[src/rtl/pipeline_idem_reg_pkg.sv]
// Shared pipeline definitions: default field widths, the ID/EM control bundle
// and its bubble value, reused by the stage registers of the processor.
package pipeline_idem_reg_pkg;

    localparam int DEF_DATA_W   = 8;
    localparam int DEF_ADDR_W   = 3;
    localparam int DEF_IMM_W    = 5;
    localparam int DEF_ALUCTL_W = 4;

    typedef struct packed {
        logic [DEF_ALUCTL_W-1:0] alucontrol;
        logic                    write;
        logic                    write_data_control;
        logic                    cbwrite;
        logic                    memwrite;
        logic                    memread;
    } idem_ctrl_t;

    localparam idem_ctrl_t IDEM_CTRL_BUBBLE = '0;

endpackage

[src/rtl/pipeline_idem_reg_if.sv]
// Decode-side fields entering the ID/EM register and the stage fields leaving it.
interface pipeline_idem_reg_if #(
    parameter int DATA_W   = 8,
    parameter int ADDR_W   = 3,
    parameter int IMM_W    = 5,
    parameter int ALUCTL_W = 4
) ();
    logic                valid_i;
    logic [ALUCTL_W-1:0] alucontrol_i;
    logic                write_i;
    logic                write_data_control_i;
    logic                CBwrite_i;
    logic [DATA_W-1:0]   rs_data_i;
    logic [DATA_W-1:0]   rt_data_i;
    logic [ADDR_W-1:0]   rs_addr_i;
    logic [ADDR_W-1:0]   rt_addr_i;
    logic [ADDR_W-1:0]   write_addr_i;
    logic [IMM_W-1:0]    immediate_i;
    logic                memwrite_i;
    logic                memread_i;

    logic                valid_o;
    logic [ALUCTL_W-1:0] alucontrol_o;
    logic                write_o;
    logic                write_data_control_o;
    logic                CBwrite_o;
    logic [DATA_W-1:0]   rs_data_o;
    logic [DATA_W-1:0]   rt_data_o;
    logic [ADDR_W-1:0]   rs_addr_o;
    logic [ADDR_W-1:0]   rt_addr_o;
    logic [ADDR_W-1:0]   write_addr_o;
    logic [IMM_W-1:0]    immediate_o;
    logic                memwrite_o;
    logic                memread_o;

    modport master (
        output valid_i, alucontrol_i, write_i, write_data_control_i, CBwrite_i,
               rs_data_i, rt_data_i, rs_addr_i, rt_addr_i, write_addr_i,
               immediate_i, memwrite_i, memread_i,
        input  valid_o, alucontrol_o, write_o, write_data_control_o, CBwrite_o,
               rs_data_o, rt_data_o, rs_addr_o, rt_addr_o, write_addr_o,
               immediate_o, memwrite_o, memread_o
    );

    modport slave (
        input  valid_i, alucontrol_i, write_i, write_data_control_i, CBwrite_i,
               rs_data_i, rt_data_i, rs_addr_i, rt_addr_i, write_addr_i,
               immediate_i, memwrite_i, memread_i,
        output valid_o, alucontrol_o, write_o, write_data_control_o, CBwrite_o,
               rs_data_o, rt_data_o, rs_addr_o, rt_addr_o, write_addr_o,
               immediate_o, memwrite_o, memread_o
    );

endinterface

[src/rtl/pipeline_idem_reg_refresh.sv]
// Operand refresh: substitutes in-flight write-back data for a stale operand
// when the write-back targets the operand's register.
module pipe_operand_refresh #(
    parameter int DATA_W    = 8,
    parameter int ADDR_W    = 3,
    parameter bit WB_BYPASS = 1'b1,
    parameter bit ZERO_REG  = 1'b1
) (
    input  logic [ADDR_W-1:0] cand_addr_i,
    input  logic [DATA_W-1:0] cand_data_i,
    input  logic              qual_i,
    input  logic              wb_en_i,
    input  logic [ADDR_W-1:0] wb_addr_i,
    input  logic [DATA_W-1:0] wb_data_i,
    output logic [DATA_W-1:0] data_o
);
    logic addr_hit;
    logic zero_blocked;
    logic match;

    assign addr_hit     = (wb_addr_i == cand_addr_i);
    assign zero_blocked = ZERO_REG && (cand_addr_i == '0);
    assign match        = WB_BYPASS && qual_i && wb_en_i && addr_hit && !zero_blocked;
    assign data_o       = match ? wb_data_i : cand_data_i;

endmodule

[src/rtl/pipeline_idem_reg.sv]
// ID/EM pipeline register with synchronous reset, stall, flush, a stage-valid
// bit and write-back refresh of the rs/rt operand data.
module pipeline_idem_reg
    import pipeline_idem_reg_pkg::*;
#(
    parameter int DATA_W    = DEF_DATA_W,
    parameter int ADDR_W    = DEF_ADDR_W,
    parameter int IMM_W     = DEF_IMM_W,
    parameter int ALUCTL_W  = DEF_ALUCTL_W,
    parameter bit WB_BYPASS = 1'b1,
    parameter bit ZERO_REG  = 1'b1
) (
    input  logic              clk_i,
    input  logic              rst_i,
    input  logic              stall_i,
    input  logic              flush_i,
    input  logic              wb_en_i,
    input  logic [ADDR_W-1:0] wb_addr_i,
    input  logic [DATA_W-1:0] wb_data_i,
    pipeline_idem_reg_if.slave idem
);
    // The shared control bundle fixes the ALU control width.
    generate
        if (ALUCTL_W != DEF_ALUCTL_W) begin : g_bad_aluctl_w
            $error("pipeline_idem_reg: ALUCTL_W must equal DEF_ALUCTL_W");
        end
    endgenerate

    idem_ctrl_t        ctrl_in;
    idem_ctrl_t        ctrl_q, ctrl_d;
    logic              valid_q, valid_d;
    logic [ADDR_W-1:0] write_addr_q, write_addr_d;
    logic [IMM_W-1:0]  imm_q, imm_d;

    // Index 0 is rs, index 1 is rt.
    logic [ADDR_W-1:0] opnd_addr_in   [2];
    logic [DATA_W-1:0] opnd_data_in   [2];
    logic [ADDR_W-1:0] opnd_addr_q    [2];
    logic [ADDR_W-1:0] opnd_addr_d    [2];
    logic [DATA_W-1:0] opnd_data_q    [2];
    logic [DATA_W-1:0] opnd_data_d    [2];
    logic [ADDR_W-1:0] opnd_cand_addr [2];
    logic [DATA_W-1:0] opnd_cand_data [2];
    logic [DATA_W-1:0] opnd_refreshed [2];

    assign ctrl_in = '{
        alucontrol:         idem.alucontrol_i,
        write:              idem.write_i,
        write_data_control: idem.write_data_control_i,
        cbwrite:            idem.CBwrite_i,
        memwrite:           idem.memwrite_i,
        memread:            idem.memread_i
    };

    // While stalled the held operand is refreshed, but only for a real instruction.
    genvar gi;
    generate
        for (gi = 0; gi < 2; gi++) begin : g_opnd
            assign opnd_addr_in[gi]   = (gi == 0) ? idem.rs_addr_i : idem.rt_addr_i;
            assign opnd_data_in[gi]   = (gi == 0) ? idem.rs_data_i : idem.rt_data_i;
            assign opnd_cand_addr[gi] = stall_i ? opnd_addr_q[gi] : opnd_addr_in[gi];
            assign opnd_cand_data[gi] = stall_i ? opnd_data_q[gi] : opnd_data_in[gi];

            pipe_operand_refresh #(
                .DATA_W    (DATA_W),
                .ADDR_W    (ADDR_W),
                .WB_BYPASS (WB_BYPASS),
                .ZERO_REG  (ZERO_REG)
            ) u_refresh (
                .cand_addr_i (opnd_cand_addr[gi]),
                .cand_data_i (opnd_cand_data[gi]),
                .qual_i      (stall_i ? valid_q : 1'b1),
                .wb_en_i     (wb_en_i),
                .wb_addr_i   (wb_addr_i),
                .wb_data_i   (wb_data_i),
                .data_o      (opnd_refreshed[gi])
            );
        end
    endgenerate

    always_comb begin
        ctrl_d       = ctrl_q;
        valid_d      = valid_q;
        write_addr_d = write_addr_q;
        imm_d        = imm_q;
        for (int k = 0; k < 2; k++) begin
            opnd_addr_d[k] = opnd_addr_q[k];
            opnd_data_d[k] = opnd_data_q[k];
        end

        if (flush_i) begin
            ctrl_d       = IDEM_CTRL_BUBBLE;
            valid_d      = 1'b0;
            write_addr_d = '0;
            imm_d        = '0;
            for (int k = 0; k < 2; k++) begin
                opnd_addr_d[k] = '0;
                opnd_data_d[k] = '0;
            end
        end else if (stall_i) begin
            for (int k = 0; k < 2; k++) begin
                opnd_data_d[k] = opnd_refreshed[k];
            end
        end else begin
            ctrl_d       = ctrl_in;
            valid_d      = idem.valid_i;
            write_addr_d = idem.write_addr_i;
            imm_d        = idem.immediate_i;
            for (int k = 0; k < 2; k++) begin
                opnd_addr_d[k] = opnd_addr_in[k];
                opnd_data_d[k] = opnd_refreshed[k];
            end
        end
    end

    always_ff @(posedge clk_i) begin
        if (rst_i) begin
            ctrl_q       <= IDEM_CTRL_BUBBLE;
            valid_q      <= 1'b0;
            write_addr_q <= '0;
            imm_q        <= '0;
            for (int k = 0; k < 2; k++) begin
                opnd_addr_q[k] <= '0;
                opnd_data_q[k] <= '0;
            end
        end else begin
            ctrl_q       <= ctrl_d;
            valid_q      <= valid_d;
            write_addr_q <= write_addr_d;
            imm_q        <= imm_d;
            for (int k = 0; k < 2; k++) begin
                opnd_addr_q[k] <= opnd_addr_d[k];
                opnd_data_q[k] <= opnd_data_d[k];
            end
        end
    end

    assign idem.valid_o              = valid_q;
    assign idem.alucontrol_o         = ctrl_q.alucontrol;
    assign idem.write_o              = ctrl_q.write;
    assign idem.write_data_control_o = ctrl_q.write_data_control;
    assign idem.CBwrite_o            = ctrl_q.cbwrite;
    assign idem.memwrite_o           = ctrl_q.memwrite;
    assign idem.memread_o            = ctrl_q.memread;
    assign idem.rs_addr_o            = opnd_addr_q[0];
    assign idem.rt_addr_o            = opnd_addr_q[1];
    assign idem.rs_data_o            = opnd_data_q[0];
    assign idem.rt_data_o            = opnd_data_q[1];
    assign idem.write_addr_o         = write_addr_q;
    assign idem.immediate_o          = imm_q;

endmodule

[src/flat_wrapper.sv]
// flat-port wrapper written by rule: the top's interface ports become plain ports
module pipeline_idem_reg_flat import pipeline_idem_reg_pkg::*;
#(
    parameter int DATA_W    = DEF_DATA_W,
    parameter int ADDR_W    = DEF_ADDR_W,
    parameter int IMM_W     = DEF_IMM_W,
    parameter int ALUCTL_W  = DEF_ALUCTL_W,
    parameter bit WB_BYPASS = 1'b1,
    parameter bit ZERO_REG  = 1'b1
)
  (clk_i, rst_i, stall_i, flush_i, wb_en_i, wb_addr_i, wb_data_i, idem_valid_i, idem_alucontrol_i, idem_write_i, idem_write_data_control_i, idem_CBwrite_i, idem_rs_data_i, idem_rt_data_i, idem_rs_addr_i, idem_rt_addr_i, idem_write_addr_i, idem_immediate_i, idem_memwrite_i, idem_memread_i, idem_valid_o, idem_alucontrol_o, idem_write_o, idem_write_data_control_o, idem_CBwrite_o, idem_rs_data_o, idem_rt_data_o, idem_rs_addr_o, idem_rt_addr_o, idem_write_addr_o, idem_immediate_o, idem_memwrite_o, idem_memread_o);
  pipeline_idem_reg_if #(.DATA_W(DATA_W), .ADDR_W(ADDR_W), .IMM_W(IMM_W), .ALUCTL_W(ALUCTL_W)) idem_i ();
  input  logic clk_i;
  input  logic rst_i;
  input  logic stall_i;
  input  logic flush_i;
  input  logic wb_en_i;
  input  logic [ADDR_W-1:0] wb_addr_i;
  input  logic [DATA_W-1:0] wb_data_i;
  input wire logic [$bits(idem_i.valid_i)-1:0] idem_valid_i;
  input wire logic [$bits(idem_i.alucontrol_i)-1:0] idem_alucontrol_i;
  input wire logic [$bits(idem_i.write_i)-1:0] idem_write_i;
  input wire logic [$bits(idem_i.write_data_control_i)-1:0] idem_write_data_control_i;
  input wire logic [$bits(idem_i.CBwrite_i)-1:0] idem_CBwrite_i;
  input wire logic [$bits(idem_i.rs_data_i)-1:0] idem_rs_data_i;
  input wire logic [$bits(idem_i.rt_data_i)-1:0] idem_rt_data_i;
  input wire logic [$bits(idem_i.rs_addr_i)-1:0] idem_rs_addr_i;
  input wire logic [$bits(idem_i.rt_addr_i)-1:0] idem_rt_addr_i;
  input wire logic [$bits(idem_i.write_addr_i)-1:0] idem_write_addr_i;
  input wire logic [$bits(idem_i.immediate_i)-1:0] idem_immediate_i;
  input wire logic [$bits(idem_i.memwrite_i)-1:0] idem_memwrite_i;
  input wire logic [$bits(idem_i.memread_i)-1:0] idem_memread_i;
  output wire logic [$bits(idem_i.valid_o)-1:0] idem_valid_o;
  output wire logic [$bits(idem_i.alucontrol_o)-1:0] idem_alucontrol_o;
  output wire logic [$bits(idem_i.write_o)-1:0] idem_write_o;
  output wire logic [$bits(idem_i.write_data_control_o)-1:0] idem_write_data_control_o;
  output wire logic [$bits(idem_i.CBwrite_o)-1:0] idem_CBwrite_o;
  output wire logic [$bits(idem_i.rs_data_o)-1:0] idem_rs_data_o;
  output wire logic [$bits(idem_i.rt_data_o)-1:0] idem_rt_data_o;
  output wire logic [$bits(idem_i.rs_addr_o)-1:0] idem_rs_addr_o;
  output wire logic [$bits(idem_i.rt_addr_o)-1:0] idem_rt_addr_o;
  output wire logic [$bits(idem_i.write_addr_o)-1:0] idem_write_addr_o;
  output wire logic [$bits(idem_i.immediate_o)-1:0] idem_immediate_o;
  output wire logic [$bits(idem_i.memwrite_o)-1:0] idem_memwrite_o;
  output wire logic [$bits(idem_i.memread_o)-1:0] idem_memread_o;
  assign idem_i.valid_i = idem_valid_i;
  assign idem_i.alucontrol_i = idem_alucontrol_i;
  assign idem_i.write_i = idem_write_i;
  assign idem_i.write_data_control_i = idem_write_data_control_i;
  assign idem_i.CBwrite_i = idem_CBwrite_i;
  assign idem_i.rs_data_i = idem_rs_data_i;
  assign idem_i.rt_data_i = idem_rt_data_i;
  assign idem_i.rs_addr_i = idem_rs_addr_i;
  assign idem_i.rt_addr_i = idem_rt_addr_i;
  assign idem_i.write_addr_i = idem_write_addr_i;
  assign idem_i.immediate_i = idem_immediate_i;
  assign idem_i.memwrite_i = idem_memwrite_i;
  assign idem_i.memread_i = idem_memread_i;
  assign idem_valid_o = idem_i.valid_o;
  assign idem_alucontrol_o = idem_i.alucontrol_o;
  assign idem_write_o = idem_i.write_o;
  assign idem_write_data_control_o = idem_i.write_data_control_o;
  assign idem_CBwrite_o = idem_i.CBwrite_o;
  assign idem_rs_data_o = idem_i.rs_data_o;
  assign idem_rt_data_o = idem_i.rt_data_o;
  assign idem_rs_addr_o = idem_i.rs_addr_o;
  assign idem_rt_addr_o = idem_i.rt_addr_o;
  assign idem_write_addr_o = idem_i.write_addr_o;
  assign idem_immediate_o = idem_i.immediate_o;
  assign idem_memwrite_o = idem_i.memwrite_o;
  assign idem_memread_o = idem_i.memread_o;
  pipeline_idem_reg #(.DATA_W(DATA_W), .ADDR_W(ADDR_W), .IMM_W(IMM_W), .ALUCTL_W(ALUCTL_W), .WB_BYPASS(WB_BYPASS), .ZERO_REG(ZERO_REG)) u_core (.clk_i(clk_i), .rst_i(rst_i), .stall_i(stall_i), .flush_i(flush_i), .wb_en_i(wb_en_i), .wb_addr_i(wb_addr_i), .wb_data_i(wb_data_i), .idem(idem_i));
endmodule
[config.mk]
export PLATFORM = sky130hd
export DESIGN_NAME = pipeline_idem_reg_flat
export DESIGN_NICKNAME = d
export VERILOG_FILES = /design/src/rtl/pipeline_idem_reg_pkg.sv /design/src/rtl/pipeline_idem_reg_if.sv /design/src/rtl/pipeline_idem_reg_refresh.sv /design/src/rtl/pipeline_idem_reg.sv /design/src/flat_wrapper.sv
export SDC_FILE = /design/constraint.sdc
export NUM_CORES = 1
export LEC_CHECK = 0
export CORE_ASPECT_RATIO = 1.2
export CORE_UTILIZATION = 30
export DETAILED_ROUTE_END_ITERATION = 10
export DONT_BUFFER_PORTS = 1
export PLACE_DENSITY = 0.55
export SETUP_SLACK_MARGIN = 0.02
export SLEW_MARGIN = 10
export SYNTH_ARGS = -nofsm -noshare
export SYNTH_HDL_FRONTEND = slang
export SYNTH_SLANG_ARGS = --single-unit
[constraint.sdc]
create_clock -name clk_i -period 2.2 [get_ports clk_i]
set_input_delay 0.44 -clock clk_i [delete_from_list [all_inputs] [get_ports clk_i]]
set_output_delay 0.44 -clock clk_i [all_outputs]
set_load 0.1 [all_outputs]
==> impl_metrics.toml, run 1 <==
[run_status]
status = "finished, violations left"
violations = "DRC"

[timing]
skew_ns = 0.00836
period_share_pct = 80.0
setup_tns_ns = 0
period_minus_slack_ns = 1.76
slew_headroom_pct = 55.7
rsz0062_at_grt = "no"
slew_violations = 0
layout_setup_ws_ns = 0.440
tightestPinTransition_ns = 0.665
max_freq_mhz = 568
setup_viol = 0
hold_viol_final = 0

[critical_path]
crit_type = "reg -> reg"
end_kind = "register"
critPathRequiredTime_ns = 2.37
cp-start-kind = "register"
path_max_fanout = 9
cp_data_arrival_time_ns = 1.93

[placement]
hpwlAfterDp_um = 2800
portBuffers = 0
dp_cells = 262
gp_congestion = 0.727
dpl_worst_slack_ns = 0.228
place_area_um2 = 2060

[grt]
antenna_found_initial = 0
use_met1_pct = 14.7
busiest_layer = "met2"
gr-usage-met3_pct = 6.46
grt_pass1_vias = 1232
use_met2_pct = 19.6
globalRouteOverflowTotal = 0
gr-usage-all-layers_pct = 12.7
grt_pass1_wl_um = 5830
grt_max_degree = 44

[power_and_ir_drop]
power_leakage_uw = 0.000977
power_density_nw_per_um2 = 755
vdd_drop_max_v = 0.000421

[clock_network]
clock_tree.root_cell = "clkbuf_8"
cts_inserted_buffers = 5
clk_latency_ns = 0.29
cts_tree = "built"
postCtsHoldBufs = 0
clkTransAtPathRegs_ns = 0.09
clkSinkCount = 40
h-tree-depth = 2
cts_resized = 0
clockBufferDepth = 2
post_cts.repair.setup_buffers = 0

[logic_synthesis]
synth_commonest_cells = "40 x dfxtp_1, 38 x mux2i_1, 33 x nor2_1"
yosysSeqAreaShare_pct = 45.8
synth_top_area_share_pct = 45.8
ys_warn_count = 0
synth_nets = 225
synthTopCellsByArea = "dfxtp_1 46%, mux2i_1 22%, nor2_1 7.1%"
syn_area_um2 = 1750
postSynthCellCount = 169
ys_seq_elements = 40
synth_edf_count = 0
synthArstFlopShare_pct = 0
syn_avg_cell_area_um2 = 10.4
yosysMostFrequentCell = "dfxtp_1"
yosys_most_used_dff = "dfxtp_1"
yosysUniqueCellTypes = 22
synth.largest_area_cell = "dfxtp_1"

[floorplanning]
die_x_um = 71.7
coreArea_um2 = 5630
dieHeight_um = 85.6
fp.dieArea_um2 = 6140
start_util_pct = 31.1
rows = 30
ios = 96

[final_layout]
antenna-diode-count = 0
areaGrowthSynthToFinish_pct = 23.4
final_layout_size_suffix_gt1_share_pct = 27.2
final_nets = 261
final_cell_area_um2 = 2160
finalCoreUtilization_pct = 38.3
stdcell_count = 270

[drt]
drt-initial-drc-count = 55
wire_per_inst_um = 14.2
drc = 1
vias = 1324
via_per_inst = 4.90
dr.pass1.iters = 7
ant_nets = 0
wl_um = 3840

[run]
max-cap-violations = 0

[worst_hold_path]
hold_path.class = "in -> reg"
-- layout by cell type, fill, tap and decap left out --
| cell | instances |
|---|---|
| or2_1 | 1 |
| dfxtp_1 | 39 |
| a22oi_4 | 1 |
| a211oi_1 | 8 |
| clkinv_2 | 1 |
| dfxtp_2 | 1 |
| nor2b_1 | 4 |
| mux2i_4 | 1 |
| nor2_1 | 33 |
| mux2_4 | 1 |
| a21oi_1 | 9 |
| o2111ai_2 | 1 |
| or2_2 | 1 |
| nand2b_1 | 1 |
| clkbuf_8 | 6 |
| nand2_1 | 2 |
| nor3b_2 | 1 |
| o22ai_1 | 2 |
| xor2_1 | 5 |
| xor2_2 | 1 |
| mux2i_1 | 38 |
| o31ai_1 | 8 |
| inv_6 | 1 |
| buf_4 | 40 |
-- where the power goes --
group | leakage, uW | total (uW) | internal, uW | switching, uW
registers | 0.000327 | 757 | 749 | 8.50
clock network | 0.0000516 | 527 | 257 | 270
logic | 0.000599 | 345 | 91.7 | 254
total | 0.000977 | 1630 | 1100 | 533
-- state kept, by name, indices dropped and copies added (netlist names) --
| register | cells |
|---|---|
| u_core.idem.CBwrite_o | 1 |
| u_core.idem.alucontrol_o | 4 |
| u_core.idem.immediate_o | 5 |
| u_core.idem.memread_o | 1 |
| u_core.idem.memwrite_o | 1 |
| u_core.idem.valid_o | 1 |
| u_core.idem.write_addr_o | 3 |
| u_core.idem.write_data_control_o | 1 |
| u_core.idem.write_o | 1 |
| u_core.opnd_addr_q | 6 |
| u_core.opnd_data_q | 16 |
-- cell type report --
cell class	instances	area (um^2)
timing repair buffer	40	300
clock buffer	6	82.6
tap	64	80.1
multi-input combinational	118	880
clock inverter	2	13.8
sequential	40	802
fill	593	3470
-- critical path: stages (launching register included) --
cell     delay (ns)
dfxtp_2        0.33
mux2i_4        0.20
mux2_4         0.34
a22oi_4        0.31
or2_1          0.34
a21oi_1        0.11
-- final timing paths --
path                                    startpoint                                  endpoint  slack, ns  cells after the start
max          u_core.opnd_addr_q[0][0]$_SDFFE_PP0N_     u_core.opnd_data_q[0][0]$_SDFFE_PP0P_       0.44                      5
min reg2reg  u_core.opnd_data_q[0][7]$_SDFFE_PP0P_     u_core.opnd_data_q[0][7]$_SDFFE_PP0P_       0.55                      2
min                           idem_write_addr_i[1]  u_core.idem.write_addr_o[1]$_SDFFE_PP0N_       0.29                      2
max reg2reg  u_core.opnd_addr_q[0][0]$_SDFFE_PP0N_     u_core.opnd_data_q[0][0]$_SDFFE_PP0P_       0.44                      5
-- stage by stage --
step           total power [uW]  hold slack [ns]
5_1_grt                    1700            0.275
2_1_floorplan              1090            0.584
3_5_place_dp               1120            0.543
4_1_cts                    1670            0.279
6_report                   1630            0.288
3_3_place_gp               1120            0.532
-- routing by layer --
metal  share of wire (%)  wire length [um]
met5                   0                 0
met4                 1.5                59
met1                  41              1590
met2                  45              1720
met3                  12               469
-- cell families (layout without fill, tap and decap cells) --
family	after synthesis	in the layout	synth area share (%)
simple gates	43	43	10.7
buf+inv	11	48	3.93
mux	40	40	23.9
flops	40	40	45.8
compound gates	29	29	12.2
xor+xnor	6	6	3.43
(Power assumes the default switching activity.)
==> inputs of run 2 (changes only) <==
- PLACE_DENSITY: 0.55 -> 0.56
- clock period: 2.2 -> 1.6 ns (I/O delays scaled with it)
==> run 2 against run 1 <==
The flow now finishes without violations. Register-to-register slack got worse by 0.32 ns. Utilization increased by 1.4 points. Fmax increased by 19%. Clock-buffer cell count unchanged. First-iteration DRC count decreased by 20%. Critical endpoint unchanged.
==> impl_metrics.toml, run 2 (same netlist as run 1, synthesis figures left out) <==
[run_status]
status = "complete, no violations"

[drt]
wire_per_inst_um = 14.3
wl_met1_um = 1680
drt-initial-drc-count = 44
met2_length_um = 1980
wl_um = 3920
drc = 0
vias = 1361
dr.pass1.iters = 4
ant_nets = 0
top_layer = "met4"
via_per_inst = 4.95
wl_met3_um = 194

[final_layout]
num-fill-cells = 578
final_nets = 266
final_cell_mix = "43 x buf_4, 37 x mux2i_1, 33 x nor2_1, 33 x dfxtp_1, 9 x a21oi_1"
stdcell_count = 275
areaGrowthSynthToFinish_pct = 28.0
top_register = "u_core.opnd_data_q"
largest_reg_flops = 16
layout_commonest_cell = "buf_4"
antenna-diode-count = 0
final_layout_size_suffix_gt1_share_pct = 33.2
final_cell_area_um2 = 2240

[power_and_ir_drop]
power_uw = 2210
power_density_nw_per_um2 = 986
p_comb_share_pct = 22.2
power_leakage_uw = 0.00101
clockPowerShare_pct = 30.9
vdd_drop_max_v = 0.000483
seqPwrFrac_pct = 47.0
p_sw_share_pct = 31.8
p_sw_uw = 701
p_int_uw = 1510

[critical_path]
cp-start-kind = "register"
critPathRequiredTime_ns = 1.81
crit_chain = "mux2i_4 -> mux2_4 -> a22oi_4 -> buf_6 -> o31ai_1 -> a21oi_1"
slowest_delay_ns = 0.36
end_kind = "register"
cp_data_arrival_time_ns = 1.69
crit_type = "reg -> reg"
path_max_fanout = 8
cpMaxStageDelayCell = "dfxtp_4"

[clock_network]
post_cts.repair.setup_buffers = 0
cts_inserted_buffers = 5
cts_tree = "built"
clk_latency_ns = 0.28
clkSinkCount = 40
h-tree-depth = 2
clkTransAtPathRegs_ns = 0.08
clock_tree.root_cell = "clkbuf_8"
cts_resized = 0
clockBufferDepth = 2
postCtsHoldBufs = 0

[grt]
antenna_found_initial = 0
globalRouteOverflowTotal = 0
grt_pass1_vias = 1301
grt_max_degree = 44
gr-usage-all-layers_pct = 12.9
grt_pass1_wl_um = 6100

[placement]
hpwlAfterDp_um = 2910
portBuffers = 0
gp_congestion = 0.712
dp_cells = 267
place_area_um2 = 2130

[timing]
fin_hold_ws_ns = 0.179
slew_violations = 0
period_minus_slack_ns = 1.48
hold_viol_final = 0
setup_tns_ns = 0
tightestPinTransition_ns = 0.671
skew_ns = 0.00530
max_freq_mhz = 678
period_share_pct = 92.2
rsz0062_at_grt = "no"
setup_viol = 0
slew_headroom_pct = 55.2

[floorplanning]
dieHeight_um = 85.6
coreArea_um2 = 5630
start_util_pct = 31.1
fp.dieArea_um2 = 6140
die_x_um = 71.7
ios = 96
rows = 30

[run]
max-cap-violations = 0

[worst_hold_path]
hold_path.class = "in -> reg"
## run 2: power groups by stage
stage          clock network [uW]  registers [uW]  logic [uW]
6_report                      682            1040         490
5_1_grt                       760            1040         514
4_1_cts                       721            1040         491
3_5_place_dp                    0            1060         491
3_3_place_gp                    0            1060         486
2_1_floorplan                   0            1320         172
## run 2: worst max-delay path: cells and delay by family, from the launching register on
family | cells | cell delay, ns
flops | 1 | 0.36
buf+inv | 1 | 0.15
mux | 2 | 0.48
compound gates | 3 | 0.42
## run 2: layout make-up
class | instances | area (um^2) | area share (%)
multi-input cells | 118 | 888 | 39.7
clock inverters | 2 | 10.0 | 0.447
repair buffers | 45 | 354 | 15.8
clock buffers | 6 | 82.6 | 3.69
flip-flops and latches | 40 | 825 | 36.8
well taps | 64 | 80.1 | 3.58
## run 2: final timing paths
kind | startpoint | endpoint | slack, ns | cells past startpoint
max | u_core.opnd_addr_q[0][0]$_SDFFE_PP0N_ | u_core.opnd_data_q[0][0]$_SDFFE_PP0P_ | 0.12 | 6
min | idem_write_addr_i[1] | u_core.idem.write_addr_o[1]$_SDFFE_PP0N_ | 0.18 | 2
max reg2reg | u_core.opnd_addr_q[0][0]$_SDFFE_PP0N_ | u_core.opnd_data_q[0][0]$_SDFFE_PP0P_ | 0.12 | 6
min reg2reg | u_core.opnd_addr_q[0][5]$_SDFFE_PP0N_ | u_core.opnd_addr_q[0][5]$_SDFFE_PP0N_ | 0.53 | 2
## run 2: per-stage QoR
step | worst slack [ns] | utilization (%)
after global placement | 0.0628 | 37.9
after floorplan | -0.109 | -
final | 0.124 | 39.8
after CTS | 0.0628 | 39.6
after global routing | 0.0272 | 39.8
after detailed placement | 0.0205 | 37.9
## run 2: metal layers
layer / GRT usage (%) / up-vias
met5: 0 / -
met4: 5.70 / 0
met1: 15.7 / 629
li1: - / 674
met3: 2.59 / 6
met2: 21.8 / 52
==> inputs of run 3 (changes only) <==
- CTS_CLUSTER_DIAMETER: default -> 120
==> results of run 3 <==
Same layout as run 2: the final DEF is identical, and so are final timing and power.
